`config.mk`:
```
export PLATFORM = sky130hd
export DESIGN_NAME = token_decoder
export DESIGN_NICKNAME = d
export VERILOG_FILES = /design/src/rtl/token_decoder.sv
export SDC_FILE = /design/constraint.sdc
export NUM_CORES = 1
export LEC_CHECK = 0
export CAP_MARGIN = 15
export CORE_ASPECT_RATIO = 0.9
export CORE_UTILIZATION = 50
export CTS_CLUSTER_SIZE = 10
export DETAILED_ROUTE_END_ITERATION = 12
export PLACE_DENSITY = 0.75
export SYNTH_ARGS = -nofsm -noshare
export SYNTH_HDL_FRONTEND = slang
export SYNTH_SLANG_ARGS = --single-unit
```
`constraint.sdc`:
```
create_clock -name clk -period 4.9 [get_ports clk]
set_input_delay 0.98 -clock clk [delete_from_list [all_inputs] [get_ports clk]]
set_output_delay 0.98 -clock clk [all_outputs]
set_load 0.05 [all_outputs]
```
`src/rtl/token_decoder.sv`:
```
// token_decoder
//   Turns a zero-terminated stream of token IDs back into a zero-terminated
//   character string. Token k (k >= 1) selects the k-th zero-terminated word
//   of the vocab SRAM. The word is copied byte-by-byte into the output SRAM.
//   All three SRAMs have a synchronous read with 1-cycle latency.
//
//   Optional build macro: TOKEN_DECODER_SEP_EN
//     defined   : SEP_CHAR is written before every word except the first
//     undefined : words are concatenated directly (no SEP state)
//
// Ports
//   clk, rst_n          clock, asynchronous active-low reset
//   start               one-cycle request, accepted only when idle
//   busy                high from the cycle after start until done
//   done                one-cycle pulse, coincides with the terminator write
//   err                 sticky until next accepted start (unknown token / overflow)
//   out_len             characters written, excluding the terminator
//   tok_addr/tok_data   token SRAM read port
//   voc_addr/voc_data   vocab SRAM read port
//   out_addr/out_wdata/out_we   output SRAM write port
module token_decoder #(
    parameter int ADDR_WIDTH = 4,
    parameter int DATA_WIDTH = 8,
    parameter logic [DATA_WIDTH-1:0] SEP_CHAR = 8'h20
) (
    input  logic                  clk,
    input  logic                  rst_n,
    input  logic                  start,
    output logic                  busy,
    output logic                  done,
    output logic                  err,
    output logic [ADDR_WIDTH-1:0] out_len,
    output logic [ADDR_WIDTH-1:0] tok_addr,
    input  logic [DATA_WIDTH-1:0] tok_data,
    output logic [ADDR_WIDTH-1:0] voc_addr,
    input  logic [DATA_WIDTH-1:0] voc_data,
    output logic [ADDR_WIDTH-1:0] out_addr,
    output logic [DATA_WIDTH-1:0] out_wdata,
    output logic                  out_we
);

    typedef enum logic [2:0] {
        IDLE, T_RD, T_CHK, SEP, V_RD, V_CHK, TERM, DONE
    } state_t;

    localparam logic [ADDR_WIDTH-1:0] LAST  = '1;
    localparam logic [ADDR_WIDTH-1:0] ONE_A = 1;
    localparam logic [DATA_WIDTH-1:0] ONE_D = 1;

    state_t                state;
    logic [ADDR_WIDTH-1:0] ta;     // token address
    logic [ADDR_WIDTH-1:0] va;     // vocab address
    logic [ADDR_WIDTH-1:0] oa;     // output address
    logic [DATA_WIDTH-1:0] skip;   // words still to skip
    logic                  first;  // no word written yet

    // The read addresses are the address registers themselves, so the SRAM
    // samples them at the end of T_RD / V_RD and data arrives in the CHK state.
    assign tok_addr = ta;
    assign voc_addr = va;

`ifndef TOKEN_DECODER_SEP_EN
    logic unused_sep;
    assign unused_sep = ^SEP_CHAR;
`endif

    always_ff @(posedge clk or negedge rst_n) begin
        if (!rst_n) begin
            state     <= IDLE;
            ta        <= '0;
            va        <= '0;
            oa        <= '0;
            skip      <= '0;
            first     <= 1'b0;
            busy      <= 1'b0;
            done      <= 1'b0;
            err       <= 1'b0;
            out_len   <= '0;
            out_addr  <= '0;
            out_wdata <= '0;
            out_we    <= 1'b0;
        end else begin
            out_we <= 1'b0;
            done   <= 1'b0;
            case (state)
                IDLE: begin
                    if (start) begin
                        ta    <= '0;
                        oa    <= '0;
                        err   <= 1'b0;
                        first <= 1'b1;
                        busy  <= 1'b1;
                        state <= T_RD;
                    end
                end
                T_RD: state <= T_CHK;
                T_CHK: begin
                    if (tok_data == '0) begin
                        state <= TERM;
                    end else begin
                        skip <= tok_data - ONE_D;
                        va   <= '0;
`ifdef TOKEN_DECODER_SEP_EN
                        state <= first ? V_RD : SEP;
`else
                        state <= V_RD;
`endif
                    end
                end
`ifdef TOKEN_DECODER_SEP_EN
                SEP: begin
                    // D-1 is reserved for the terminator
                    if (oa == LAST) begin
                        err   <= 1'b1;
                        state <= TERM;
                    end else begin
                        out_we    <= 1'b1;
                        out_addr  <= oa;
                        out_wdata <= SEP_CHAR;
                        oa        <= oa + ONE_A;
                        state     <= V_RD;
                    end
                end
`endif
                V_RD: state <= V_CHK;
                V_CHK: begin
                    if (skip != '0) begin
                        if (voc_data == '0)
                            skip <= skip - ONE_D;
                        // still skipping at the last vocab byte: word never found
                        if (va == LAST) begin
                            err   <= 1'b1;
                            state <= TERM;
                        end else begin
                            va    <= va + ONE_A;
                            state <= V_RD;
                        end
                    end else if (voc_data == '0) begin
                        // end of selected word; the last token slot implies end of stream
                        first <= 1'b0;
                        if (ta == LAST) begin
                            state <= TERM;
                        end else begin
                            ta    <= ta + ONE_A;
                            state <= T_RD;
                        end
                    end else if (va == LAST || oa == LAST) begin
                        err   <= 1'b1;
                        state <= TERM;
                    end else begin
                        out_we    <= 1'b1;
                        out_addr  <= oa;
                        out_wdata <= voc_data;
                        oa        <= oa + ONE_A;
                        va        <= va + ONE_A;
                        state     <= V_RD;
                    end
                end
                TERM: begin
                    out_we    <= 1'b1;
                    out_addr  <= oa;
                    out_wdata <= '0;
                    out_len   <= oa;
                    done      <= 1'b1;
                    busy      <= 1'b0;
                    state     <= DONE;
                end
                DONE: state <= IDLE;
                default: state <= IDLE;
            endcase
        end
    end

endmodule

```
### Word-level counts from Yosys, hierarchy flattened

Cells that the tools add are included.

| cells by class | value |
|---|---|
| $add $sub $neg | 5 |
| equal/unequal tests | 21 |
| muxes and demuxes | 48 |
| reductions and logical operators | 16 |

Operators with widths:

| cell | number |
|---|---|
| 4-bit 2-to-1 mux | 15 |
| 8-bit 2-to-1 mux | 6 |
| 4-bit one-hot mux with 2 select lines | 4 |
| 8-bit one-hot mux with 2 select lines | 2 |
| 5-bit AND reduction | 4 |
| 3-bit one-hot mux with 6 select lines | 1 |
| 8-bit zero test | 2 |
| 2-bit inequality test, second input constant | 8 |
| 8-bit by 1-bit subtractor with 8-bit output, second input constant | 2 |
| 3-bit inequality test, second input constant | 5 |
| 4-bit by 1-bit adder with 4-bit output, second input constant | 3 |
| 4-bit == test, second input constant | 3 |
| 3-bit 2-to-1 mux | 4 |
| 1-bit 2-to-1 mux | 10 |
| 3-bit == test, second input constant | 3 |
| 4-bit AND reduction | 2 |
| 2-bit nonzero test | 4 |
| 8-bit nonzero test | 1 |
| 2-bit 2-to-1 mux | 3 |
| 1-bit one-hot mux with 2 select lines | 3 |
| 3-bit by 1-bit == test with 1-bit output, second input constant | 1 |
| 3-bit by 2-bit == test with 1-bit output, second input constant | 1 |
| 3-bit zero test | 1 |
| 2-bit AND reduction | 1 |
| 1-bit logical OR | 1 |

| storage, ports and cells | value |
|---|---|
| flip-flop bits (word level) | 43 |
| input bits | 19 |
| output and inout port bits | 28 |
| logic and storage cells | 102 |

### Depth between registers and ports, before layout

| depth | value |
|---|---|
| depth after elaboration | 6 |
| gate-level depth with buffers | 12 |
| gate-level depth less buffers | 8 |

### Least setup slack after synthesis

No wires, ideal clock.

| timing path | value |
|---|---|
| kind | reg2reg |
| start point | register state[0] |
| end point | register skip[4] |
| setup time | 0.129 ns |
| arrival | 2.298 ns |
| data required time | 4.771 ns |
| path slack | 2.473 ns |
| stages on the path, launching flop included | 13 |
| buffers on the path | 4 |
| period minus slack after synthesis | 2.427 ns |
| path through | dfrtp_1 buf_2 nand3b_1 clkbuf_1 buf_1 nor2_1 a21oi_1 ha_1 clkbuf_1 nor3b_1 o22ai_1 o21ai_0 o21ai_0 |

| on the way | value |
|---|---|
| longest elaborated chain between the ends | 3 |
| elaborated cells between the ends (all ways) | 8 |
| those cells by class | eq/ne: 5; mux: 1; reduce/logical: 2 |

RTL lines:

| element | RTL line | source |
|---|---|---|
| start, declared | 50 | `state_t state;` |
| start signal, assigned | 69 | `state <= IDLE;` |
| start signal, assigned | 93 | `state <= T_RD;` |
| start signal, assigned | 96 | `T_RD: state <= T_CHK;` |
| 3-bit == test / 3-bit by 2-bit == test with 1-bit output (equally long branches) | 85 | `case (state)` |
| 2-bit inequality test (no line) / 2-bit nonzero test (equally long branches) | n/a |  |
| 4-bit AND reduction (no line) | n/a |  |
| end signal, assigned | 101 | `skip <= tok_data - ONE_D;` |
| end signal, assigned | 129 | `skip <= skip - ONE_D;` |
| end, declared | 54 | `logic [DATA_WIDTH-1:0] skip;` |

Several ways; a longest one is shown, not always the timed one.
A chain may end at the register's enable or synchronous reset.

### Worst setup path after layout

| timing path | value |
|---|---|
| start point | input port tok_data[2] |
| end point | register skip[0] |

| on the way | value |
|---|---|
| longest elaborated chain between the ends | 3 |

RTL lines:

| element | RTL line | source |
|---|---|---|
| start, declared | 34 | `input logic [DATA_WIDTH-1:0] tok_data,` |
| 8-bit zero test | 98 | `if (tok_data == '0) begin` |
| 2-bit inequality test (no line) | n/a |  |
| 4-bit AND reduction (no line) | n/a |  |

Every way passes these cells.

==> summary.txt <==
RSZ-0062 raised after global routing -> false
YS warnings -> 0
total length of routed wires -> 4.93 mm
TNS Setup -> 0 ns
peak supply drop -> 452 µV
cells along the critical path -> clkdlybuf4s50_1 > nor4_1 > a21boi_0 > a31oi_1 > mux2_2
critical path class -> input port to register
layout cells sized above 1 -> 9.39%
CTS tree -> yes
period utilization -> 66.6%
Overflow after GRT -> 0
Worst-Skew Late Latency -> 0.30 ns
maxcap violations -> 0
max frequency -> 0.306 GHz
max-slew violations -> 0
Async S/R FF share, synth -> 100%
initial core utilization -> 54.1%
CP bufs+invs -> 1
final setup violation count -> 0
CTS Hold Bufs -> 0
most frequent cells in the layout -> clkdlybuf4s50_1, dfrtp_1, nor2_1, nand2_1, mux2i_1
CP Depth -> 5
Die Ht -> 66.3 µm
num ports -> 47
Worst-Margin Slew -> 1.02 ns
syn_area_per_cell -> 9.89 µm²
synthesized area -> 0.00229 mm²
initial antenna violation count -> 0
Post-Syn Instances -> 232
DIE WIDTH -> 73.4 µm
Hold Violations, Final -> 0
via count -> 1870
die area -> 0.00486 mm²
Seq/Total Area, Yosys -> 46.9%
syn_nets -> 255
Worst EP arrival -> 3.44 ns
ANT cells -> 0
PostCTS Resize Cnt -> 0
CP Data Required Time -> 5.08 ns
dpl cell area -> 0.00278 mm²
drt initial violations -> 100
Slew HR -> 31.5%
GPL Wtd Cong -> 0.839
antenna-violating nets left -> 0
pin count of the biggest net entering global routing -> 44
unique cell type count in the Yosys netlist -> 50
DRC Markers -> 0
Crit-path slowest cell -> a31oi_1
crit-path max FO -> 12
first-pass GRT wire length -> 8.26 mm
Worst Setup End Kind -> register
Power Density -> 545 mW/mm²
vias in the first global route -> 1733
CTS sink cnt -> 43
Final #Nets -> 299
delay-heaviest family, CP -> compound AO/OA/AOI/OAI gates
maximum clock path buffer count -> 2
Core Area -> 0.00424 mm²
final worst path period need -> 3.26 ns
Port Buf Inserts -> 46
H-tree levels -> 2
Post-synth top flop -> dfrtp_1
FF+latch count, synth -> 43
placed cells -> 329
HPWL after DPL -> 3.48 mm
final hold slack -> 0.505 ns
nature of the critical path startpoint -> input port
commonest non-fill, non-tap cell in the layout -> clkdlybuf4s50_1
P&R area growth vs syn -> 27.1%
Std-Cell Rows -> 22
path depth of the worst reg2reg path -> 5
fin area -> 0.00292 mm²
Max stage delay on crit path -> 0.80 ns
Vias/cell -> 5.55
setup repair bufs after CTS -> 0
Pre-antenna DRT Iters -> 4
Pleak -> 1.24 nW
status -> completed
GRT Total Usage -> 22.4%
WL per Instance -> 14.6 µm
total CTS buffers -> 5
Root Driver -> clkbuf_8
Worst-path clk slew -> 0.09 ns
Hold Crit Depth -> 1
skew final -> 0.0115 ns
Hold WC Path Type -> register to register
Final Non-Filler Cells -> 337
Post-synth EDFFs -> 0
[cell families (layout without fill, tap and decap cells)]
kind of cell,Yosys count,in the layout,synth area share [%]
buffers and inverters,15,60,2.95
AOI/OAI and AO/OA,46,46,12.7
DFF,43,43,46.9
adders and majority gates,4,4,2.18
muxes,22,22,10.1
xor gates and xnor gates,5,5,1.91
and+or+nand+nor,97,97,23.2
[registers in the layout, indices dropped and copies added, names as in the netlist]
name       cells
out_wdata      8
oa             4
busy           1
done           1
err            1
out_we         1
voc_addr       4
out_addr       4
tok_addr       4
out_len        4
skip           8
state          3
[area by class of cell]
class / count / area [µm²]
Clock inverter: 3 / 67.6
Inverter: 6 / 22.5
Timing Repair Buffer: 46 / 455
Multi-Input combinational cell: 174 / 1150
Fill cell: 355 / 1320
Sequential cell: 43 / 1080
Tap cell: 60 / 75.1
Clock buffer: 5 / 68.8
[worst paths after layout]
check                      slack (ns)               startpoint                       end
max                              1.64              tok_data[2]       skip[0]$_DFFE_PN0P_
min in group asynchronous        0.82                    rst_n  out_wdata[7]$_DFFE_PN0P_
min                              0.51  out_addr[1]$_DFFE_PN0P_   out_addr[1]$_DFFE_PN0P_
min reg2reg                      0.51  out_addr[1]$_DFFE_PN0P_   out_addr[1]$_DFFE_PN0P_
max reg2reg                      2.08     state[0]$_DFFE_PN0P_   out_addr[0]$_DFFE_PN0P_
max in group asynchronous        3.51                    rst_n  out_wdata[2]$_DFFE_PN0P_
[synth_stat cells, types with 3 or more instances]
master	number	area share [%]
o22ai_1	3	0.82
clkbuf_1	3	0.49
nand3b_1	4	1.3
nand2_1	20	3.3
inv_1	6	0.98
a21oi_1	12	2.6
nor4_1	7	1.9
mux2_2	7	3.4
xnor2_1	5	1.9
nor3_1	7	1.5
or2_2	3	0.82
ha_1	4	2.2
mux2i_1	13	5.7
nand3_1	8	1.7
and2_1	4	1.1
nor2_1	26	4.3
a31oi_1	5	1.4
buf_2	3	0.65
o21ai_0	10	2.2
dfrtp_1	43	47
[worst reg2reg max path, cell delays in order, from the launching register on]
cell     delay [ns]
dfrtp_1        0.53
and3b_1        0.49
nand3_2        0.23
nor3_2         0.80
nor2_1         0.28
mux2_1         0.38
[layer usage]
layer | routed length, µm | up-vias | GRT usage [%]
li1 | - | 923 | -
met1 | 2520 | 912 | 34.0
met2 | 2180 | 33 | 32.3
met3 | 200 | 2 | 4.57
met4 | 26 | 0 | 5.77
met5 | 0 | - | 0
[power by group]
part / internal, W / total [W] / switching [W]
logic: 0.000259 / 0.000684 / 0.000426
registers: 0.000459 / 0.000577 / 0.000118
clock network: 0.000203 / 0.000328 / 0.000124
[per-stage QoR]
| stage | power (W) | worst slack [ns] | utilization, % |
|---|---|---|---|
| 2_1_floorplan | 0.00106 | 2.47 | - |
| 3_3_place_gp | 0.00126 | 1.29 | 65.6 |
| 3_5_place_dp | 0.00127 | 1.32 | 65.6 |
| 4_1_cts | 0.00160 | 1.63 | 68.8 |
| 5_1_grt | 0.00168 | 1.36 | 68.8 |
| 6_report | 0.00159 | 1.64 | 68.8 |
(Power assumes the default switching activity.)
